`src/rtl/fetch_pkg.sv`:
```
// Shared types and constants for the prefetching fetch stage.
package fetch_pkg;

    localparam int unsigned INSTR_BYTES = 4;
    localparam logic [31:0] NOP         = 32'h0000_0013;

    typedef struct packed {
        logic [31:0] pc;
        logic [31:0] instr;
    } fetch_entry_t;

    function automatic logic [31:0] next_pc(input logic [31:0] pc);
        return pc + 32'(INSTR_BYTES);
    endfunction

endpackage

```
`src/rtl/prefetch_fetch_if.sv`:
```
// Decode, redirect and imem signals of the fetch stage.
// master = fetch stage, slave = surrounding pipeline/imem.
interface prefetch_fetch_if;

    logic        valid_o;
    logic [31:0] instr_o;
    logic [31:0] pc_o;
    logic        stall_i;
    logic [31:0] pc_i;
    logic        new_pc_i;
    logic        read_o;
    logic [31:0] raddr_o;
    logic [31:0] rdata_i;

    modport master (
        output valid_o, instr_o, pc_o, read_o, raddr_o,
        input  stall_i, pc_i, new_pc_i, rdata_i
    );

    modport slave (
        input  valid_o, instr_o, pc_o, read_o, raddr_o,
        output stall_i, pc_i, new_pc_i, rdata_i
    );

endinterface

```
`src/rtl/sync_fifo.sv`:
```
// Synchronous FIFO with flush; head is read combinationally from storage.
// Callers guarantee no push when full and no pop when empty.
module sync_fifo #(
    parameter type         T     = logic [63:0],
    parameter int unsigned DEPTH = 4
) (
    input  logic                     clk_i,
    input  logic                     rst_i,
    input  logic                     flush_i,
    input  logic                     push_i,
    input  T                         push_data_i,
    input  logic                     pop_i,
    output T                         head_o,
    output logic [$clog2(DEPTH):0]   count_o
);

    localparam int unsigned PW = $clog2(DEPTH);
    localparam int unsigned CW = PW + 1;

    T              mem_q [DEPTH];
    T              mem_d [DEPTH];
    logic [PW-1:0] rd_ptr_q, rd_ptr_d;
    logic [PW-1:0] wr_ptr_q, wr_ptr_d;
    logic [CW-1:0] count_q, count_d;

    always_comb begin
        mem_d    = mem_q;
        rd_ptr_d = rd_ptr_q;
        wr_ptr_d = wr_ptr_q;
        count_d  = count_q;
        if (flush_i) begin
            rd_ptr_d = '0;
            wr_ptr_d = '0;
            count_d  = '0;
        end else begin
            if (push_i) begin
                mem_d[wr_ptr_q] = push_data_i;
                wr_ptr_d        = wr_ptr_q + PW'(1);
            end
            if (pop_i) begin
                rd_ptr_d = rd_ptr_q + PW'(1);
            end
            case ({push_i, pop_i})
                2'b10:   count_d = count_q + CW'(1);
                2'b01:   count_d = count_q - CW'(1);
                default: count_d = count_q;
            endcase
        end
    end

    always_ff @(posedge clk_i) begin
        if (rst_i) begin
            for (int i = 0; i < DEPTH; i++) begin
                mem_q[i] <= '0;
            end
            rd_ptr_q <= '0;
            wr_ptr_q <= '0;
            count_q  <= '0;
        end else begin
            mem_q    <= mem_d;
            rd_ptr_q <= rd_ptr_d;
            wr_ptr_q <= wr_ptr_d;
            count_q  <= count_d;
        end
    end

    assign head_o  = mem_q[rd_ptr_q];
    assign count_o = count_q;

endmodule

```
`src/rtl/prefetch_fetch.sv`:
```
// Prefetching fetch stage: keeps one imem read in flight and buffers DEPTH {pc,instr} entries.
// Optional FETCH_BYPASS_EN forwards a response straight to decode when the buffer is empty.
module prefetch_fetch
    import fetch_pkg::*;
#(
    parameter int unsigned DEPTH    = 4,
    parameter logic [31:0] RESET_PC = 32'h0000_0000
) (
    input  logic              clk_i,
    input  logic              rst_i,
    prefetch_fetch_if.master  fif
);

    localparam int unsigned CW = $clog2(DEPTH) + 1;

    logic [31:0]   fetch_pc_q, fetch_pc_d;
    logic [31:0]   inflight_pc_q, inflight_pc_d;
    logic          inflight_q, inflight_d;
    fetch_entry_t  last_q, last_d;

    fetch_entry_t  head;
    fetch_entry_t  resp;
    fetch_entry_t  out_entry;
    logic [CW-1:0] count;
    logic [CW-1:0] occupancy;
    logic          buf_valid;
    logic          bypass_active;
    logic          valid;
    logic          pop;
    logic          issue;
    logic          fifo_push;
    logic          fifo_pop;
    logic          fifo_flush;
    logic [31:0]   raddr;

    sync_fifo #(
        .T     (fetch_entry_t),
        .DEPTH (DEPTH)
    ) u_buf (
        .clk_i       (clk_i),
        .rst_i       (rst_i),
        .flush_i     (fifo_flush),
        .push_i      (fifo_push),
        .push_data_i (resp),
        .pop_i       (fifo_pop),
        .head_o      (head),
        .count_o     (count)
    );

    always_comb begin
        resp.pc    = inflight_pc_q;
        resp.instr = fif.rdata_i;
        buf_valid  = (count != '0);
`ifdef FETCH_BYPASS_EN
        bypass_active = !buf_valid && inflight_q && !fif.new_pc_i && !rst_i;
`else
        bypass_active = 1'b0;
`endif
        valid = buf_valid || bypass_active;

        // Redirect outranks stall, pop and the arriving response.
        pop        = valid && !fif.stall_i && !fif.new_pc_i;
        fifo_pop   = pop && buf_valid;
        fifo_flush = fif.new_pc_i && !rst_i;
        fifo_push  = inflight_q && !fif.new_pc_i && !rst_i && !(bypass_active && pop);

        // Counting the in-flight read as occupied space is what prevents overflow.
        occupancy = count + {{(CW-1){1'b0}}, inflight_q};
        issue     = !rst_i && (fif.new_pc_i || (occupancy < CW'(DEPTH)) || pop);
        raddr     = (fif.new_pc_i && !rst_i) ? fif.pc_i : fetch_pc_q;

        fetch_pc_d    = issue ? next_pc(raddr) : fetch_pc_q;
        inflight_d    = issue;
        inflight_pc_d = issue ? raddr : inflight_pc_q;

        if (bypass_active) begin
            out_entry = resp;
        end else if (buf_valid) begin
            out_entry = head;
        end else begin
            out_entry = last_q;
        end
        last_d = out_entry;
    end

    always_comb begin
        fif.valid_o = valid;
        fif.instr_o = out_entry.instr;
        fif.pc_o    = out_entry.pc;
        fif.read_o  = issue;
        fif.raddr_o = raddr;
    end

    always_ff @(posedge clk_i) begin
        if (rst_i) begin
            fetch_pc_q    <= RESET_PC;
            inflight_q    <= 1'b0;
            inflight_pc_q <= RESET_PC;
            last_q        <= '0;
        end else begin
            fetch_pc_q    <= fetch_pc_d;
            inflight_q    <= inflight_d;
            inflight_pc_q <= inflight_pc_d;
            last_q        <= last_d;
        end
    end

endmodule

```
`src/flat_wrapper.sv`:
```
// flat-port wrapper written by rule: the top's interface ports become plain ports
module prefetch_fetch_flat import fetch_pkg::*;
#(
    parameter int unsigned DEPTH    = 4,
    parameter logic [31:0] RESET_PC = 32'h0000_0000
)
  (clk_i, rst_i, fif_valid_o, fif_instr_o, fif_pc_o, fif_read_o, fif_raddr_o, fif_stall_i, fif_pc_i, fif_new_pc_i, fif_rdata_i);
  prefetch_fetch_if fif_i ();
  input  logic clk_i;
  input  logic rst_i;
  output wire logic [$bits(fif_i.valid_o)-1:0] fif_valid_o;
  output wire logic [$bits(fif_i.instr_o)-1:0] fif_instr_o;
  output wire logic [$bits(fif_i.pc_o)-1:0] fif_pc_o;
  output wire logic [$bits(fif_i.read_o)-1:0] fif_read_o;
  output wire logic [$bits(fif_i.raddr_o)-1:0] fif_raddr_o;
  input wire logic [$bits(fif_i.stall_i)-1:0] fif_stall_i;
  input wire logic [$bits(fif_i.pc_i)-1:0] fif_pc_i;
  input wire logic [$bits(fif_i.new_pc_i)-1:0] fif_new_pc_i;
  input wire logic [$bits(fif_i.rdata_i)-1:0] fif_rdata_i;
  assign fif_valid_o = fif_i.valid_o;
  assign fif_instr_o = fif_i.instr_o;
  assign fif_pc_o = fif_i.pc_o;
  assign fif_read_o = fif_i.read_o;
  assign fif_raddr_o = fif_i.raddr_o;
  assign fif_i.stall_i = fif_stall_i;
  assign fif_i.pc_i = fif_pc_i;
  assign fif_i.new_pc_i = fif_new_pc_i;
  assign fif_i.rdata_i = fif_rdata_i;
  prefetch_fetch #(.DEPTH(DEPTH), .RESET_PC(RESET_PC)) u_core (.clk_i(clk_i), .rst_i(rst_i), .fif(fif_i));
endmodule
```
`config.mk`:
```
export PLATFORM = sky130hd
export DESIGN_NAME = prefetch_fetch_flat
export DESIGN_NICKNAME = d
export VERILOG_FILES = /design/src/rtl/fetch_pkg.sv /design/src/rtl/prefetch_fetch_if.sv /design/src/rtl/sync_fifo.sv /design/src/rtl/prefetch_fetch.sv /design/src/flat_wrapper.sv
export SDC_FILE = /design/constraint.sdc
export NUM_CORES = 1
export LEC_CHECK = 0
export ABC_AREA = 1
export BUFFER_PORTS_ARGS = -buffer_cell sky130_fd_sc_hd__buf_4
export CAP_MARGIN = 15
export CORE_MARGIN = 2
export CORE_UTILIZATION = 23
export CTS_CLUSTER_SIZE = 20
export DETAILED_ROUTE_END_ITERATION = 10
export HOLD_SLACK_MARGIN = 0.06
export PLACE_DENSITY = 0.48
export RECOVER_POWER = 50
export REMOVE_ABC_BUFFERS = 1
export SLEW_MARGIN = 20
export SYNTH_ARGS = -nofsm -noshare
export SYNTH_HDL_FRONTEND = slang
export SYNTH_SLANG_ARGS = --single-unit
```
`constraint.sdc`:
```
create_clock -name clk_i -period 2.5 [get_ports clk_i]
set_input_delay 0.375 -clock clk_i [delete_from_list [all_inputs] [get_ports clk_i]]
set_output_delay 0.375 -clock clk_i [all_outputs]
set_load 0.05 [all_outputs]
```
==> results of run 1 <==
-- cells by family after synthesis --
kind of cell,share of synthesized area [%]
AND/OR/NAND/NOR,21.6
AO/OA/AOI/OAI,22.9
flip-flops,46.2
buffers and inverters,8.70
adder cells (fa/ha/maj),0.562
XOR/XNOR,0.0518
-- flip-flops by register name (all words and copies together) (netlist names) --
signal and flops:
u_core.fetch_pc_q 30, u_core.inflight_q 1, u_core.u_buf.count_o 3, u_core.u_buf.wr_ptr_q 2
u_core.last_q 64, u_core.inflight_pc_q 32, u_core.u_buf.mem_q 256, u_core.u_buf.rd_ptr_q 2
-- per-stage QoR --
step / TNS, ns / hold slack, ns
floorplan: -817.54 / 0.426
global placement: 0 / 0.441
detailed placement: 0 / 0.444
CTS: -0.00215 / 0.0605
global route: -0.676 / 0.0819
finish: 0 / 0.0967
-- repair_timing --
| item | in CTS | in global routing |
|---|---|---|
| gates resized for setup | 15 | 111 |
| hold endpoints to repair | 1 | 0 |
| pin swaps | 1 | 12 |
| setup endpoints to repair | 65 | 63 |
| buffers inserted | 1 | 8 |
| cloned | 3 | 7 |
| hold buffers | 1 | 0 |
-- area by class of cell --
class                   instances  area, µm²  share of cell area (%)
clock buffers                  69       1370                    6.34
clock inverters                16        151                   0.702
inverters                     190        738                    3.42
multi-input cells            1645       7790                    36.1
flip-flops and latches        390       7820                    36.2
well taps                     959       1200                    5.56
repair buffers                250       2500                    11.6
repair inverters                1       8.76                  0.0406
-- placed cells by master (no fill, tap or decap), drive strengths merged, types with 12 or more instances in the layout --
cell type / synthesis / final
a21oi: 456 / 456
inv: 190 / 192
nand2: 590 / 590
nor2: 68 / 68
dfxtp: 390 / 390
buf: 45 / 242
o21ai: 306 / 306
clkinv: 0 / 12
nand3: 196 / 196
clkbuf: 135 / 74
-- routing by layer --
metal	vias to the layer above	GRT usage, %
met5	-	0
met4	0	3.66
met3	66	3.01
met2	395	24.5
met1	7518	21.8
li1	8198	-
-- worst reg2reg max path: cells and delay by family (launching register included) --
kind	cells	cell delay, ns
buf+inv	4	0.75
simple gates	5	0.84
flops	1	0.33
compound gates	1	0.09
-- report_power, final --
group / internal (W) / switching, W / total [W] / leakage, nW
Combinational: 0.000374 / 0.000857 / 0.00123 / 4.43
Sequential: 0.00633 / 0.0000869 / 0.00641 / 3.16
Clock: 0.00400 / 0.00282 / 0.00682 / 0.753
-- worst paths after layout --
kind / from / endpoint / slack [ns]
worst max-delay path: u_core.u_buf.rd_ptr_q[0] / fif_instr_o[31] / 0.07
worst min-delay path: fif_rdata_i[31] / u_core.u_buf.mem_q[223] / 0.1
worst max register to register: u_core.u_buf.count_o[1] / u_core.fetch_pc_q[9] / 0.40
worst min register to register: u_core.u_buf.mem_q[84] / u_core.u_buf.mem_q[84] / 0.45
==> impl_metrics.tcl, run 1 <==
set metrics [dict create \
    ant_nets 0 \
    clock.fmax_mhz 412 \
    met1Wirelength_um 29900 \
    io_pins 166 \
    route.top_layer_used "met4" \
    grt_pass1_vias 15100 \
    synth_top_area_share_pct 46.2 \
    routedWlPerCell_um 17.6 \
    grt_util_all_layers_pct 15.6 \
    maxCapViolCount 0 \
    io_buffers 165 \
    wl_met2_um 27400 \
    setup_violations 0 \
    synth_area_leader_cell "dfxtp_1" \
    cp_slowest_cell "dfxtp_4" \
    crit_top_cell "nand2_1" \
    synth.most_common_cell "nand2_1" \
    place_congestion 0.821 \
    dp_cells 3415 \
    path_depth 9 \
    rr_worst_depth 10 \
    critPathBufInv 4 \
    synth_area_um2 16900 \
    cts_tree "yes" \
    post_dp_cell_area_um2 19400 \
    peakVddDrop_v 0.000442 \
    slew_violations 0 \
    dpl.hpwl_um 36800 \
    power_leakage_nw 8.34 \
    cts_buffers 47 \
    crit_type "flop to output pin" \
    fin_skew_ns 0.0166 \
    viasPerCell 4.60 \
    holdPathStages 3 \
    fin_crit_ns 2.43 \
    grt_max_degree 71 \
    status "finished clean" \
    crit_fanout 22 \
    die_h_um 275 \
    fin_ws_ns 0.0700 \
    postLayoutCellArea_um2 21600 \
    post-route-period-util_pct 97.2 \
    area_delta_synth_final_pct 27.6 \
    hold_viol_final 0 \
    path_clk_slew_ns 0.06 \
    htree_levels 2 \
    die_area_um2 75700 \
    antenna_found_initial 0 \
    layout.cells.non_filler 3520 \
    clockBufferDepth 3 \
    hold_class "input pin to flop" \
    path_delay_family "buffers and inverters" \
    synth_flop_cell "dfxtp_1" \
    crit_required_ns 2.12 \
    finish.net_count 2600 \
    ys_types 34 \
    rsz0062_at_grt "true" \
    antenna_cells 0 \
    syn-instance-count 2405 \
    wl_met3_um 3490 \
    core_um2 72800 \
    dp_worst_setup_slack_ns 0.104 \
    drt_iter0_markers 1083 \
    async_reset_ff_share_pct 0 \
    dr_total_vias 16200 \
    avgSynthCellArea_um2 7.03 \
    synth_common_cells "nand2_1, a21oi_1, dfxtp_1" \
    grt_first_pass_wirelength_um 91900 \
    max_stage_delay_ns 0.41 \
    arrival_ns 2.05 \
    synth_seq_cells 390 \
    synth_seq_area_share_pct 46.2 \
    insertion_delay_ns 0.58 \
    end_kind "output pin" \
    finalPower_w 0.0145 \
    nFillCells 8023 \
    yosys-top-cells-area "dfxtp_1, a21oi_1, nand2_1, o21ai_0, nand3_1" \
    post-route-util_pct 29.6 \
    worst_pin_slew_ns 0.749 \
    root_buffer "clkbuf_16" \
    drt_first_pass_iters 5 \
    path_cells "clkinv_8 -> buf_12 -> buf_12 -> a21oi_1 -> o21ai_0 -> nand2_1 -> nand2_1 -> nand2_1 -> buf_6" \
    grt_overflow 0 \
    synth-edff-count 0 \
    drt_wl_total_um 62000 \
    startpoint_type "flop" \
    relSlewSlack_pct 50.1 \
    row_count 99 \
    drc 0 \
    yosys_warnings 0 \
    start_util_pct 23.2 \
    drive_gt1_share_pct 16.0 \
    power_density_nw_per_um2 670 \
    cts.sinks 390 \
    die_w_um 275 \
]
Note: power is estimated with default switching activity, not from simulation.
==> run 2, diff against run 1 <==
--- a/config.mk
+++ b/config.mk
@@ -10,6 +10,7 @@
 export CAP_MARGIN = 15
 export CORE_MARGIN = 2
 export CORE_UTILIZATION = 23
+export CTS_BUF_LIST = sky130_fd_sc_hd__clkbuf_8
 export CTS_CLUSTER_SIZE = 20
 export DETAILED_ROUTE_END_ITERATION = 10
 export HOLD_SLACK_MARGIN = 0.06
==> run 2 against run 1 <==
Against the previous run: core utilization increased by 1.4 points; worst hold slack better by 0.031 ns; total power decreased by 3.2%; via count grew 2.3%; largest power group is now sequential cells; highest routed layer unchanged.
==> impl_metrics.tcl, run 2 (synthesized netlist as in run 1, its figures left out) <==
set metrics [dict create \
    fin_skew_ns 0.0306 \
    antenna_cells 0 \
    layout_common_cells "nand2_1, a21oi_1, dfxtp_1" \
    dr_total_vias 16500 \
    crit_top_cell "nand2_1" \
    grt_pass1_vias 15700 \
    finish.net_count 2676 \
    fin_crit_ns 2.49 \
    reg2reg_slack_ns 0.30 \
    htree_levels 3 \
    ant_nets 0 \
    grt_max_degree 71 \
    antenna_found_initial 0 \
    slew_violations 0 \
    path_cells "buf_12 -> inv_8 -> clkbuf_16 -> a21oi_1 -> o21ai_1 -> nand2_1 -> nand2_1 -> nand2_1 -> buf_6" \
    area_delta_synth_final_pct 33.5 \
    critPathBufInv 4 \
    io_pins 166 \
    core_um2 72800 \
    drt_first_pass_iters 6 \
    clockBufferDepth 3 \
    die_area_um2 75700 \
    arrival_ns 2.11 \
    hold_path.startpoint "rst_i" \
    drc 0 \
    start_util_pct 23.2 \
    finalPower_w 0.0140 \
    grt_overflow 0 \
    layout_commonest_cell "nand2_1" \
    clkPwrFrac_pct 44.7 \
    crit_required_ns 2.12 \
    path_delay_family "buffers and inverters" \
    viasPerCell 4.59 \
    hold_class "input pin to flop" \
    cts.sinks 390 \
    relSlewSlack_pct 49.5 \
    maxCapViolCount 0 \
    cts_buffers 75 \
    clock.fmax_mhz 402 \
    end_kind "output pin" \
    setup_tns_ns 0 \
    rr_worst_depth 11 \
    drt_wl_total_um 64500 \
    grt_util_all_layers_pct 16.4 \
    setup_violations 0 \
    drive_gt1_share_pct 20.3 \
    grt_first_pass_wirelength_um 95800 \
    regMostFlops "u_core.u_buf.mem_q" \
    max_stage_delay_ns 0.47 \
    io_buffers 165 \
    intPower_w 0.0102 \
    root_buffer "clkbuf_8" \
    largest_reg_flops 256 \
    largestRegisters "u_core.u_buf.mem_q (256), u_core.last_q (64), u_core.inflight_pc_q (32)" \
    place_congestion 0.821 \
    crit_fanout 5 \
    p_comb_share_pct 9.5 \
    routedWlPerCell_um 17.9 \
    power_density_nw_per_um2 621 \
    status "finished clean" \
    r2r-end "u_core.fetch_pc_q[9]" \
    worst_pin_slew_ns 0.757 \
    cts_tree "yes" \
    dpl.hpwl_um 36800 \
    row_count 99 \
    power_leakage_nw 8.76 \
    crit_type "flop to output pin" \
    hold_end "u_core.fetch_pc_q[5]" \
    insertion_delay_ns 0.64 \
    cp_slowest_cell "dfxtp_4" \
    power.switching_w 0.00378 \
    rsz0062_at_grt "true" \
    r2r-start "u_core.u_buf.count_o[2]" \
    path_clk_slew_ns 0.06 \
    seqPwrFrac_pct 45.8 \
    startpoint_type "flop" \
    drt_iter0_markers 1264 \
    peakVddDrop_v 0.000315 \
    post-route-period-util_pct 99.5 \
    holdPathStages 4 \
    die_w_um 275 \
    die_h_um 275 \
    hold_viol_final 0 \
    swShare_pct 27.0 \
]
==> run 2: worst max-delay path by stage <==
stage | slack (ns) | end | depth (start not counted) | startpoint
floorplan | -3.06 | fif_instr_o[31] | 6 | u_core.u_buf.rd_ptr_q[0]
global placement | 0.11 | fif_read_o | 8 | fif_new_pc_i
detailed placement | 0.10 | fif_read_o | 8 | fif_new_pc_i
CTS | -0.07 | fif_instr_o[8] | 8 | u_core.u_buf.rd_ptr_q[0]
global route | -0.1 | fif_instr_o[5] | 9 | u_core.u_buf.rd_ptr_q[0]
finish | 0.01 | fif_pc_o[5] | 9 | u_core.u_buf.rd_ptr_q[0]
==> run 2: layer usage <==
layer | part of all wire (%) | GRT usage (%)
met1 | 48 | 22.5
met2 | 45 | 25.6
met3 | 5.3 | 3.39
met4 | 2.0 | 5.48
met5 | 0 | 0
==> run 2: repair_timing <==
action	4_1_cts	5_1_grt
buffers inserted	6	8
resized for setup	149	156
endpoints found under the setup margin	65	63
hold endpoints to repair	132	0
hold buffers	36	0
pin swaps	12	33
gates cloned	9	9
==> run 2: final cells by class <==
class / instances / area, µm²
Fill cell: 7958 / 50300
Tap cell: 959 / 1200
Inverter: 190 / 747
Timing Repair inverter: 2 / 20.0
Timing Repair Buffer: 297 / 3280
Clock inverter: 33 / 194
Clock buffer: 91 / 1250
Sequential cell: 390 / 7820
Multi-Input combinational cell: 1645 / 8050
==> run 2: per-stage QoR <==
| step | utilization, % | setup WS [ns] | area, µm² | hold slack [ns] | instances |
|---|---|---|---|---|---|
| 4_1_cts | 30.1 | -0.0685 | 21900 | 0.0657 | 3590 |
| 6_report | 31.0 | 0.0130 | 22600 | 0.128 | 3607 |
| 5_1_grt | 31.0 | -0.0954 | 22600 | 0.109 | 3607 |
| 3_5_place_dp | 26.6 | 0.104 | 19400 | 0.444 | 3415 |
| 2_1_floorplan | - | -3.06 | 16200 | 0.426 | 2225 |
| 3_3_place_gp | 26.6 | 0.110 | 19400 | 0.441 | 3415 |
==> run 2: power groups by stage <==
stage	sequential [W]	combinational, W	clock [W]
CTS	0.00641	0.00131	0.00650
global placement	0.00655	0.00122	0
global route	0.00643	0.00143	0.00676
detailed placement	0.00655	0.00121	0
finish	0.00642	0.00132	0.00626
floorplan	0.00652	0.000609	0
==> run 2: worst min-delay path, delay by kind of cell <==
family | cells | cell delay, ns
buffers and inverters | 2 | 0.22
AOI/OAI and AO/OA | 2 | 0.11
